===== config.mk =====
export PLATFORM = sky130hd
export DESIGN_NAME = writeback_unit
export DESIGN_NICKNAME = d
export VERILOG_FILES = /design/src/rtl/rv32_pkg.sv /design/src/rtl/writeback_unit_load_extend.sv /design/src/rtl/writeback_unit.sv
export SDC_FILE = /design/constraint.sdc
export NUM_CORES = 1
export LEC_CHECK = 0
export BUFFER_PORTS_ARGS = -buffer_cell sky130_fd_sc_hd__buf_2
export CORE_MARGIN = 1
export CORE_UTILIZATION = 36
export CTS_CLUSTER_DIAMETER = 150
export CTS_CLUSTER_SIZE = 8
export DETAILED_ROUTE_END_ITERATION = 16
export PLACE_DENSITY = 0.65
export SLEW_MARGIN = 25
export SYNTH_ARGS = -nofsm -noshare
export SYNTH_HDL_FRONTEND = slang
export SYNTH_SLANG_ARGS = --single-unit

===== constraint.sdc =====
create_clock -name clk -period 1.9 [get_ports clk]
set_clock_uncertainty 0.2 [all_clocks]
set_input_delay 0.095 -clock clk [delete_from_list [all_inputs] [get_ports clk]]
set_output_delay 0.095 -clock clk [all_outputs]
set_load 0.05 [all_outputs]

===== src/rtl/rv32_pkg.sv =====
// Shared types and widths for the RV32 retire path.
// Optional feature macro used by writeback_unit: WB_BYPASS_EN.
package rv32_pkg;

  localparam int XLEN    = 32;
  localparam int NUM_REG = 32;
  localparam int IDX_W   = $clog2(NUM_REG);

  typedef enum logic [2:0] {
    LB  = 3'b000,
    LH  = 3'b001,
    LW  = 3'b010,
    LBU = 3'b100,
    LHU = 3'b101
  } load_op_e;

  typedef enum logic {
    WB_IDLE,
    WB_WAIT_MEM
  } wb_state_e;

endpackage


===== src/rtl/writeback_unit_load_extend.sv =====
// Combinational load aligner: picks the byte/halfword lane out of the memory word
// and sign- or zero-extends it; unknown load types pass the whole word through.
module load_extend
  import rv32_pkg::*;
(
  input  logic [2:0]      funct3_i,
  input  logic [1:0]      addr_lo_i,
  input  logic [XLEN-1:0] rdata_i,
  output logic [XLEN-1:0] ext_o
);

  logic [7:0]  byte_s;
  logic [15:0] half_s;

  // Lane select followed by extension according to the load type
  always_comb begin
    byte_s = rdata_i[{addr_lo_i, 3'b000} +: 8];
    half_s = rdata_i[{addr_lo_i[1], 4'b0000} +: 16];
    ext_o  = rdata_i;
    case (funct3_i)
      LB:      ext_o = {{(XLEN-8){byte_s[7]}}, byte_s};
      LH:      ext_o = {{(XLEN-16){half_s[15]}}, half_s};
      LBU:     ext_o = {{(XLEN-8){1'b0}}, byte_s};
      LHU:     ext_o = {{(XLEN-16){1'b0}}, half_s};
      LW:      ext_o = rdata_i;
      default: ext_o = rdata_i;
    endcase
  end

endmodule


===== src/rtl/writeback_unit.sv =====
// Retire stage driving the register-file write port for ALU results and loads.
// Define WB_BYPASS_EN to expose the next-cycle write as a forwarding bypass.
module writeback_unit
  import rv32_pkg::*;
(
  input  logic             clk,
  input  logic             rst_n,
  input  logic             ex_valid,
  output logic             ex_ready,
  input  logic [IDX_W-1:0] ex_rd,
  input  logic [XLEN-1:0]  ex_result,
  input  logic             ex_is_load,
  input  logic [2:0]       ex_funct3,
  input  logic [1:0]       ex_addr_lo,
  input  logic             mem_rvalid,
  input  logic [XLEN-1:0]  mem_rdata,
  output logic             rf_wen,
  output logic [IDX_W-1:0] rf_rd,
  output logic [XLEN-1:0]  rf_rdv,
`ifdef WB_BYPASS_EN
  output logic             byp_valid,
  output logic [IDX_W-1:0] byp_rd,
  output logic [XLEN-1:0]  byp_val,
`endif
  output logic             ld_pend,
  output logic [IDX_W-1:0] ld_pend_rd
);

  wb_state_e        state_q, state_d;
  logic [IDX_W-1:0] cap_rd_q, cap_rd_d;
  logic [2:0]       cap_funct3_q, cap_funct3_d;
  logic [1:0]       cap_addr_q, cap_addr_d;
  logic             rf_wen_q, rf_wen_d;
  logic [IDX_W-1:0] rf_rd_q, rf_rd_d;
  logic [XLEN-1:0]  rf_rdv_q, rf_rdv_d;
  logic [XLEN-1:0]  ld_ext_s;

  load_extend u_load_extend (
    .funct3_i  (cap_funct3_q),
    .addr_lo_i (cap_addr_q),
    .rdata_i   (mem_rdata),
    .ext_o     (ld_ext_s)
  );

  // Next-state, capture and write-port logic; x0 writes are dropped here
  always_comb begin
    state_d      = state_q;
    cap_rd_d     = cap_rd_q;
    cap_funct3_d = cap_funct3_q;
    cap_addr_d   = cap_addr_q;
    rf_wen_d     = 1'b0;
    rf_rd_d      = rf_rd_q;
    rf_rdv_d     = rf_rdv_q;
    case (state_q)
      WB_IDLE: begin
        if (ex_valid) begin
          if (ex_is_load) begin
            cap_rd_d     = ex_rd;
            cap_funct3_d = ex_funct3;
            cap_addr_d   = ex_addr_lo;
            state_d      = WB_WAIT_MEM;
          end else if (ex_rd != {IDX_W{1'b0}}) begin
            rf_wen_d = 1'b1;
            rf_rd_d  = ex_rd;
            rf_rdv_d = ex_result;
          end else begin
            rf_wen_d = 1'b0;
          end
        end else begin
          rf_wen_d = 1'b0;
        end
      end
      WB_WAIT_MEM: begin
        if (mem_rvalid) begin
          state_d = WB_IDLE;
          if (cap_rd_q != {IDX_W{1'b0}}) begin
            rf_wen_d = 1'b1;
            rf_rd_d  = cap_rd_q;
            rf_rdv_d = ld_ext_s;
          end else begin
            rf_wen_d = 1'b0;
          end
        end else begin
          state_d = WB_WAIT_MEM;
        end
      end
      default: begin
        state_d = WB_IDLE;
      end
    endcase
  end

  // State, capture and output registers
  always_ff @(posedge clk or negedge rst_n) begin
    if (!rst_n) begin
      state_q      <= WB_IDLE;
      cap_rd_q     <= {IDX_W{1'b0}};
      cap_funct3_q <= 3'b000;
      cap_addr_q   <= 2'b00;
      rf_wen_q     <= 1'b0;
      rf_rd_q      <= {IDX_W{1'b0}};
      rf_rdv_q     <= {XLEN{1'b0}};
    end else begin
      state_q      <= state_d;
      cap_rd_q     <= cap_rd_d;
      cap_funct3_q <= cap_funct3_d;
      cap_addr_q   <= cap_addr_d;
      rf_wen_q     <= rf_wen_d;
      rf_rd_q      <= rf_rd_d;
      rf_rdv_q     <= rf_rdv_d;
    end
  end

  assign ex_ready   = (state_q == WB_IDLE);
  assign rf_wen     = rf_wen_q;
  assign rf_rd      = rf_rd_q;
  assign rf_rdv     = rf_rdv_q;
  assign ld_pend    = (state_q == WB_WAIT_MEM);
  assign ld_pend_rd = (state_q == WB_WAIT_MEM) ? cap_rd_q : {IDX_W{1'b0}};

`ifdef WB_BYPASS_EN
  // Bypass mirrors the value the write port will present next cycle
  assign byp_valid = rf_wen_d;
  assign byp_rd    = rf_rd_d;
  assign byp_val   = rf_rdv_d;
`endif

endmodule

==> summary.md, run 1 <==
| Metric | Value |
|---|---|
| Status | finished with violations |
| Failing checks | negative hold slack, negative setup slack |
| Max stage delay cell, worst path | or4_4 |
| Final setup viols | 37 |
| Asr flop ratio synth | 100% |
| Max incr delay on CP | 540 ps |
| PD cells | 1060 nW/um^2 |
| Sequential area share after synthesis | 41.1% |
| Post-route setup slack | -118 ps |
| Top_reg_cell synth | dfrtp_1 |
| Die Ht | 93.1 microns |
| H-tree depth | 2 |
| Worst reg-to-reg path cell count | 6 |
| Fmax | 496 MHz |
| Dpl cell area | 3980 sq um |
| Largest net degree at the start of global routing | 26 |
| HP Start | mem_rdata[19] |
| Die ar. | 8660 sq um |
| Initial Utilization | 37.9% |
| Vias in the first global route | 3297 |
| Final period util | 106% |
| Synth cell types | 49 |
| Chip Width | 93.1 microns |
| RSZ-0062 raised after global routing | yes |
| CTS buffer count | 5 |
| Clock Pin Slew Worst Setup and Hold Paths | 90 ps |
| Post-synth EDFFs | 0 |
| Critical Path AT | 2030 ps |
| RD Place Congestion | 0.848 |
| Via count | 3461 |
| WL final | 10.6 mm |
| Hold Path Sink | rf_rdv[19] |
| CTS tree | done |
| Crit end category | flip-flop |
| Top-Level Pins | 124 |
| Reg2Reg Launch Point | cap_rd_q[2] |
| Nets | 593 |
| First-pass GRT wire length | 16.2 mm |
| Skew-Pair Late Insertion Delay | 300 ps |
| Synthesized cell area | 2990 sq um |
| Least-Margin Pin Slew | 606 ps |
| GRT overflow | 0 |
| Worst hold slack | -4.01 ps |
| Fin Setup TNS | -2460 ps |
| Final hold violation count | 1 |
| Min Tclk post-route | 2020 ps |
| CTS root buf | clkbuf_8 |
| Input/output buffers | 123 |
| Hold Path Depth | 3 |
| Synthesis-to-layout area growth | 69.2% |
| Hold Crit Class | primary input to flip-flop |
| Required time of the critical path | 1910 ps |
| DP Wirelength | 7.31 mm |
| CTS sink cnt | 49 |
| Design area | 5050 sq um |
| DRC violations left | 0 |
| Crit path max fanout | 7 |
| Drt via density | 5.61 |
| First-iteration detailed-routing DRC count | 181 |
| Layout cells sized above 1 | 51.1% |
| Bufs on Longest Clock Path | 2 |
| Max Cap Viol | 0 |
| Initial antenna violation count | 1 |
| Fin. max-slew vios | 0 |
| Worst reg-to-reg setup slack | -120 ps |
| Synthesized instance count | 328 |
| Drt wl/cell | 17.2 microns |
| Peak VDD IR | 0.000831 V |
| GR Util All Layers | 23.7% |
| Final ANT Viol Nets | 0 |
| RR Endpoint | rf_rdv[9] |
| LEAKAGE | 2.30 nW |
| Cell Chain, Critical Path | or4_4, o211a_4, nor2_8, inv_6, clkbuf_16, a31oi_1 |
| Slew headroom | 59.6% |
| Area of the core | 7890 sq um |
| Most frequent cells in the layout | buf_2 (123), dfrtp_1 (48), dlygate4sd3_1 (44) |
| Startpoint types | flip-flop |
| FP Rows | 32 |
| Yosys reg bits | 49 |
| Ys Warns | 0 |
| Critical path type | flip-flop to flip-flop |
| Commonest non-fill, non-tap cell in the layout | buf_2 |
| Pre-antenna DRT Iters | 5 |
| Syn nets | 407 |
| Synth Area per Inst | 9.11 sq um |
| Antenna cells | 0 |
==> worst max-delay path, delay by kind of cell (launching register included) <==
kind / cells / cell delay, ps
buf+inv: 2 / 230
flops: 1 / 390
simple gates: 2 / 660
compound gates: 2 / 430
==> through the flow <==
| stage | hold slack (ps) | setup slack (ps) | cells | total power, mW | util, % |
|---|---|---|---|---|---|
| after detailed placement | -66.4 | -95.4 | 558 | 4.22 | 50.5 |
| final | -4.01 | -118 | 617 | 5.38 | 64.1 |
| after global routing | 23.5 | -196 | 617 | 5.67 | 64.1 |
| after floorplan | -401 | -50.4 | 328 | 3.41 | - |
| after CTS | 0.716 | -89.9 | 613 | 5.06 | 58.8 |
| after global placement | -70.0 | -67.1 | 558 | 4.19 | 50.5 |
==> state kept, by name, summed over array words and instances, names as in the netlist <==
signal	count
cap_rd_q	5
rf_rdv	32
rf_rd	5
cap_funct3_q	3
cap_addr_q	2
ld_pend	1
rf_wen	1
==> kinds of logic after synthesis <==
family	synth area share [%]
AOI/OAI and AO/OA	26.6
and+or+nand+nor	18.4
DFF	41.1
buffers and inverters	6.79
muxes	7.21
==> synth_stat cells, types with 2 or more instances <==
master / count / area (sq um)
buf_1: 2 / 7.51
and3_1: 3 / 18.8
and2_1: 7 / 43.8
a21oi_1: 18 / 90.1
o22ai_1: 4 / 25.0
dfrtp_1: 49 / 1230
a31oi_1: 11 / 68.8
a221oi_1: 17 / 149
o311a_1: 5 / 50.1
or2_2: 3 / 18.8
o311ai_0: 2 / 17.5
a211oi_1: 2 / 15.0
o21ai_1: 4 / 20.0
a31o_2: 3 / 26.3
mux2_4: 2 / 30.0
mux2i_1: 5 / 50.1
nand2b_1: 9 / 56.3
buf_6: 2 / 22.5
o221ai_1: 4 / 35.0
nor2b_1: 5 / 31.3
o21ai_0: 7 / 35.0
mux2_2: 10 / 113
a311oi_1: 2 / 17.5
buf_2: 9 / 45.0
buf_4: 2 / 15.0
o31ai_1: 18 / 135
inv_1: 12 / 45.0
clkinv_1: 2 / 7.51
nor2_1: 22 / 82.6
nand3_1: 24 / 120
clkbuf_1: 15 / 56.3
o211ai_1: 4 / 30.0
nor3_1: 11 / 55.1
nand2_1: 18 / 67.6
==> layout make-up <==
cell class | instances | area [sq um]
well taps | 102 | 128
fillers | 665 | 2830
multi-input cells | 234 | 2010
clock inverters | 1 | 5.00
clock buffers | 7 | 96.3
inverters | 15 | 65.1
repair buffers | 209 | 1520
flip-flops and latches | 49 | 1230
==> report_power, final <==
part,switching [mW],internal [mW]
combinational,2.00,1.12
sequential,0.232,1.34
clock,0.355,0.330
==> worst max path at each step <==
stage / start / endpoint
CTS: cap_rd_q[3] / rf_rdv[3]
global route: cap_rd_q[2] / rf_rdv[9]
floorplan: cap_rd_q[3] / rf_rdv[5]
finish: cap_rd_q[2] / rf_rdv[9]
detailed placement: cap_addr_q[1] / rf_rdv[21]
global placement: cap_rd_q[3] / rf_rdv[6]
==> repair_timing <==
item | in CTS | in global routing
setup endpoints to repair | 38 | 38
gates cloned | 1 | 3
hold buffers | 44 | 0
gates resized for setup | 15 | 58
hold endpoints to repair | 71 | 0
setup buffers | 2 | 1
pin swaps | 1 | 11
==> metal layers <==
layer	wire length, microns	global-route usage (%)
met1	4430	31.7
met2	5270	39.7
met3	691	3.66
met4	210	7.05
met5	0	0
No activity file was read; power rests on OpenSTA's default activity.
==> run 2: changes to the inputs <==
- PLACE_DENSITY: 0.65 -> not set
- SYNTH_HIERARCHICAL: not set -> 1
==> summary.md, run 2 <==
| Metric | Value |
|---|---|
| Status | finished with violations (unchanged) |
| Failing checks | negative setup slack (was negative hold slack, negative setup slack) |
| GRT overflow | 0 (unchanged) |
| Design area | 4850 sq um (was 5050 sq um) |
| GR Util All Layers | 20.8% (was 23.7%) |
| Vias in the first global route | 2867 (was 3297) |
| Place WS | -309 ps (was -95.4 ps) |
| Critical Path AT | 2240 ps (was 2030 ps) |
| Chip Width | 95.8 microns (was 93.1 microns) |
| Final Non-Filler Cells | 569 (was 617) |
| Synthesis-to-layout area growth | 53.2% (was 69.2%) |
| Largest register FFs | 32 (unchanged) |
| Pre-antenna DRT Iters | 4 (was 5) |
| Bufs on Longest Clock Path | 2 (unchanged) |
| Worst Path Buf+Inv | 3 (was 2) |
| M1 WL | 4.20 mm (was 4.43 mm) |
| PD cells | 1210 nW/um^2 (was 1060 nW/um^2) |
| Skew-Pair Late Insertion Delay | 300 ps (about the same) |
| Peak VDD IR | 0.000551 V (was 0.000831 V) |
| Syn nets | 353 (was 407) |
| Min Tclk post-route | 2250 ps (was 2020 ps) |
| Filler Cell Count | 759 (was 665) |
| Via count | 2840 (was 3461) |
| Final hold violation count | 0 (was 1) |
| Area of the core | 8380 sq um (was 7890 sq um) |
| Hold Crit Class | primary input to flip-flop (unchanged) |
| Post-route setup slack | -351 ps (was -118 ps) |
| Crit path max fanout | 16 (was 7) |
| RSZ-0062 raised after global routing | yes (unchanged) |
| Met2 wire length | 4.86 mm (was 5.27 mm) |
| Dpl cell area | 4080 sq um (was 3980 sq um) |
| Most frequent cells after synthesis | mux2_2 (61), dfrtp_1 (49), nand2_1 (33), mux2_4 (19) (was dfrtp_1 (49), nand3_1 (24), nor2_1 (22)) |
| Least-Margin Pin Slew | 695 ps (was 606 ps) |
| CTS sink cnt | 49 (unchanged) |
| Cell Chain, Critical Path | buf_4, buf_8, mux2_2, a22oi_2, buf_12, nand2_1, mux2_2, mux2_2 (was or4_4, o211a_4, nor2_8, inv_6, clkbuf_16, a31oi_1) |
| CTS tree | done (unchanged) |
| Most frequent cell after synthesis | mux2_2 (was dfrtp_1) |
| Die Ht | 95.8 microns (was 93.1 microns) |
| Critical path type | flip-flop to flip-flop (unchanged) |
| Synthesized instance count | 274 (was 328) |
| Antenna cells | 0 (unchanged) |
| FP Rows | 33 (was 32) |
| Initial antenna violation count | 0 (was 1) |
| Slew headroom | 53.6% (was 59.6%) |
| Final period util | 118% (was 106%) |
| Top-Level Pins | 124 (unchanged) |
| Die ar. | 9170 sq um (was 8660 sq um) |
| Drt wl/cell | 17.0 microns (was 17.2 microns) |
| Clock Pin Slew Worst Setup and Hold Paths | 90 ps (about the same) |
| DP Wirelength | 6.86 mm (was 7.31 mm) |
| H-tree depth | 2 (unchanged) |
| Sequential area share after synthesis | 38.7% (was 41.1%) |
| Synthesized cell area | 3170 sq um (was 2990 sq um) |
| Drt via density | 4.99 (was 5.61) |
| Nets | 542 (was 593) |
| Initial Utilization | 37.8% (was 37.9%) |
| Synth Area per Inst | 11.6 sq um (was 9.11 sq um) |
| Post-synth top area cell | dfrtp_1 (unchanged) |
| First-iteration detailed-routing DRC count | 91 (was 181) |
| FF+latch area | 1230 sq um (unchanged) |
| Layout cells sized above 1 | 56.0% (was 51.1%) |
| Most frequent CP cell | mux2_2 |
| Cells after DPL | 506 (was 558) |
| Max Cap Viol | 0 (unchanged) |
| Max incr delay on CP | 390 ps (was 540 ps) |
| Yosys reg bits | 49 (unchanged) |
| Required time of the critical path | 1890 ps (was 1910 ps) |
| Top sig layer | met4 (unchanged) |
| Startpoint types | flip-flop (unchanged) |
| Largest net degree at the start of global routing | 30 (was 26) |
| Final setup viols | 37 (unchanged) |
| Post-synth EDFFs | 0 (unchanged) |
| Most frequent cells in the layout | buf_2 (123), dfrtp_1 (48), mux2_4 (46) (was buf_2 (123), dfrtp_1 (48), dlygate4sd3_1 (44)) |
| Ys Warns | 6 (was 0) |
| DRC violations left | 0 (unchanged) |
| LEAKAGE | 2.45 nW (was 2.30 nW) |
| Worst hold slack | 48.8 ps (was -4.01 ps) |
| Crit path max-delay family | multiplexers (was simple AND/OR/NAND/NOR gates) |
| Synth cell types | 31 (was 49) |
| Synth top area cells | dfrtp_1 (39%), mux2_2 (22%), mux2_4 (9.0%), mux2i_1 (4.4%), nand2_1 (3.9%) (was dfrtp_1 (41%), a221oi_1 (5.0%), o31ai_1 (4.5%), nand3_1 (4.0%), mux2_2 (3.8%)) |
| First-pass GRT wire length | 14.4 mm (was 16.2 mm) |
| Asr flop ratio synth | 100% (unchanged) |
| Max stage delay cell, worst path | dfrtp_1 (was or4_4) |
| Footprint of the multi-input gates | 1920 sq um (was 2010 sq um) |
| CTS root buf | clkbuf_8 (unchanged) |
| Fin. max-slew vios | 0 (unchanged) |
| Commonest non-fill, non-tap cell in the layout | buf_2 (unchanged) |
| RD Place Congestion | 0.822 (was 0.848) |
| CTS buffer count | 5 (unchanged) |
| Top_reg_cell synth | dfrtp_1 (unchanged) |
| Fmax | 444 MHz (was 496 MHz) |
| Routed length on met3 | 472 microns (was 691 microns) |
| Input/output buffers | 123 (unchanged) |
| WL final | 9.65 mm (was 10.6 mm) |
| Final ANT Viol Nets | 0 (unchanged) |
| Crit end category | flip-flop (unchanged) |
| Total Power | 5.87 mW (was 5.38 mW) |
| Post-synth top area share | 38.7% (was 41.1%) |
[run 2: changes by cell type after synthesis, sizes merged, moves of 11 or more]
cell	change
inv	-12
nand2	+15
o31ai	-18
a31oi	-11
a221oi	-17
nor2	-23
mux2	+68
nand3	-23
[run 2: final timing paths]
kind | start | end | slack (ps) | cells after the start
setup reg to reg | cap_addr_q[1] | rf_rdv[27] | -350 | 8
max in group asynchronous | rst_n | rf_rd[2] | 740 | 3
hold / removal | ex_valid | ld_pend | 50 | 4
min in group asynchronous | rst_n | rf_rdv[12] | 170 | 2
setup / recovery | cap_addr_q[1] | rf_rdv[27] | -350 | 8
hold reg to reg | rf_rd[2] | rf_rd[2] | 310 | 1
[run 2: per-stage QoR]
| stage | utilization [%] | setup TNS, ps |
|---|---|---|
| 6_report | 57.8 | -10040 |
| 3_3_place_gp | 48.7 | -7960 |
| 3_5_place_dp | 48.7 | -8950 |
| 4_1_cts | 55.9 | -9220 |
| 2_1_floorplan | - | -10640 |
| 5_1_grt | 57.8 | -12410 |
[run 2: logic make-up (layout without fill, tap and decap cells)]
family / after synthesis / in the layout / share of synthesized area (%)
mux: 95 / 95 / 35.8
compound gates: 42 / 42 / 10.8
flops: 49 / 49 / 38.7
buf+inv: 26 / 216 / 4.54
simple gates: 62 / 62 / 10.1
[run 2: what timing repair did]
item	in CTS	in global routing
hold endpoints to repair	73	0
resized for setup	6	17
pin swaps	0	4
gates cloned	0	3
setup endpoints to repair	37	37
setup buffers	0	8
hold buffers	44	0
[run 2: metal layers]
| layer | GRT usage, % | vias to the layer above |
|---|---|---|
| met5 | 0 | - |
| met4 | 3.48 | 0 |
| met3 | 4.19 | 8 |
| met2 | 36.1 | 82 |
| met1 | 27.0 | 1374 |
| li1 | - | 1376 |
[run 2: final cells by class]
cell class                 instances  area share [%]
multi-input combinational        199            39.5
timing repair buffer             205            29.3
sequential                        49            25.3
tap                              105            2.71
clock buffer                       5            1.42
clock inverter                     3            1.34
inverter                           2           0.335
timing repair inverter             1           0.103
[run 2: report_power, final]
part	internal, mW	total (mW)	leakage, nW	switching [mW]
combinational	1.38	3.38	1.80	2.00
sequential	1.39	1.61	0.581	0.214
clock	0.523	0.883	0.0681	0.360
[run 2: tightest hold or removal path, cell delays in order]
cell and delay (ps):
buf_2 80, nand3_1 60, buf_4 180, o21ai_0 80
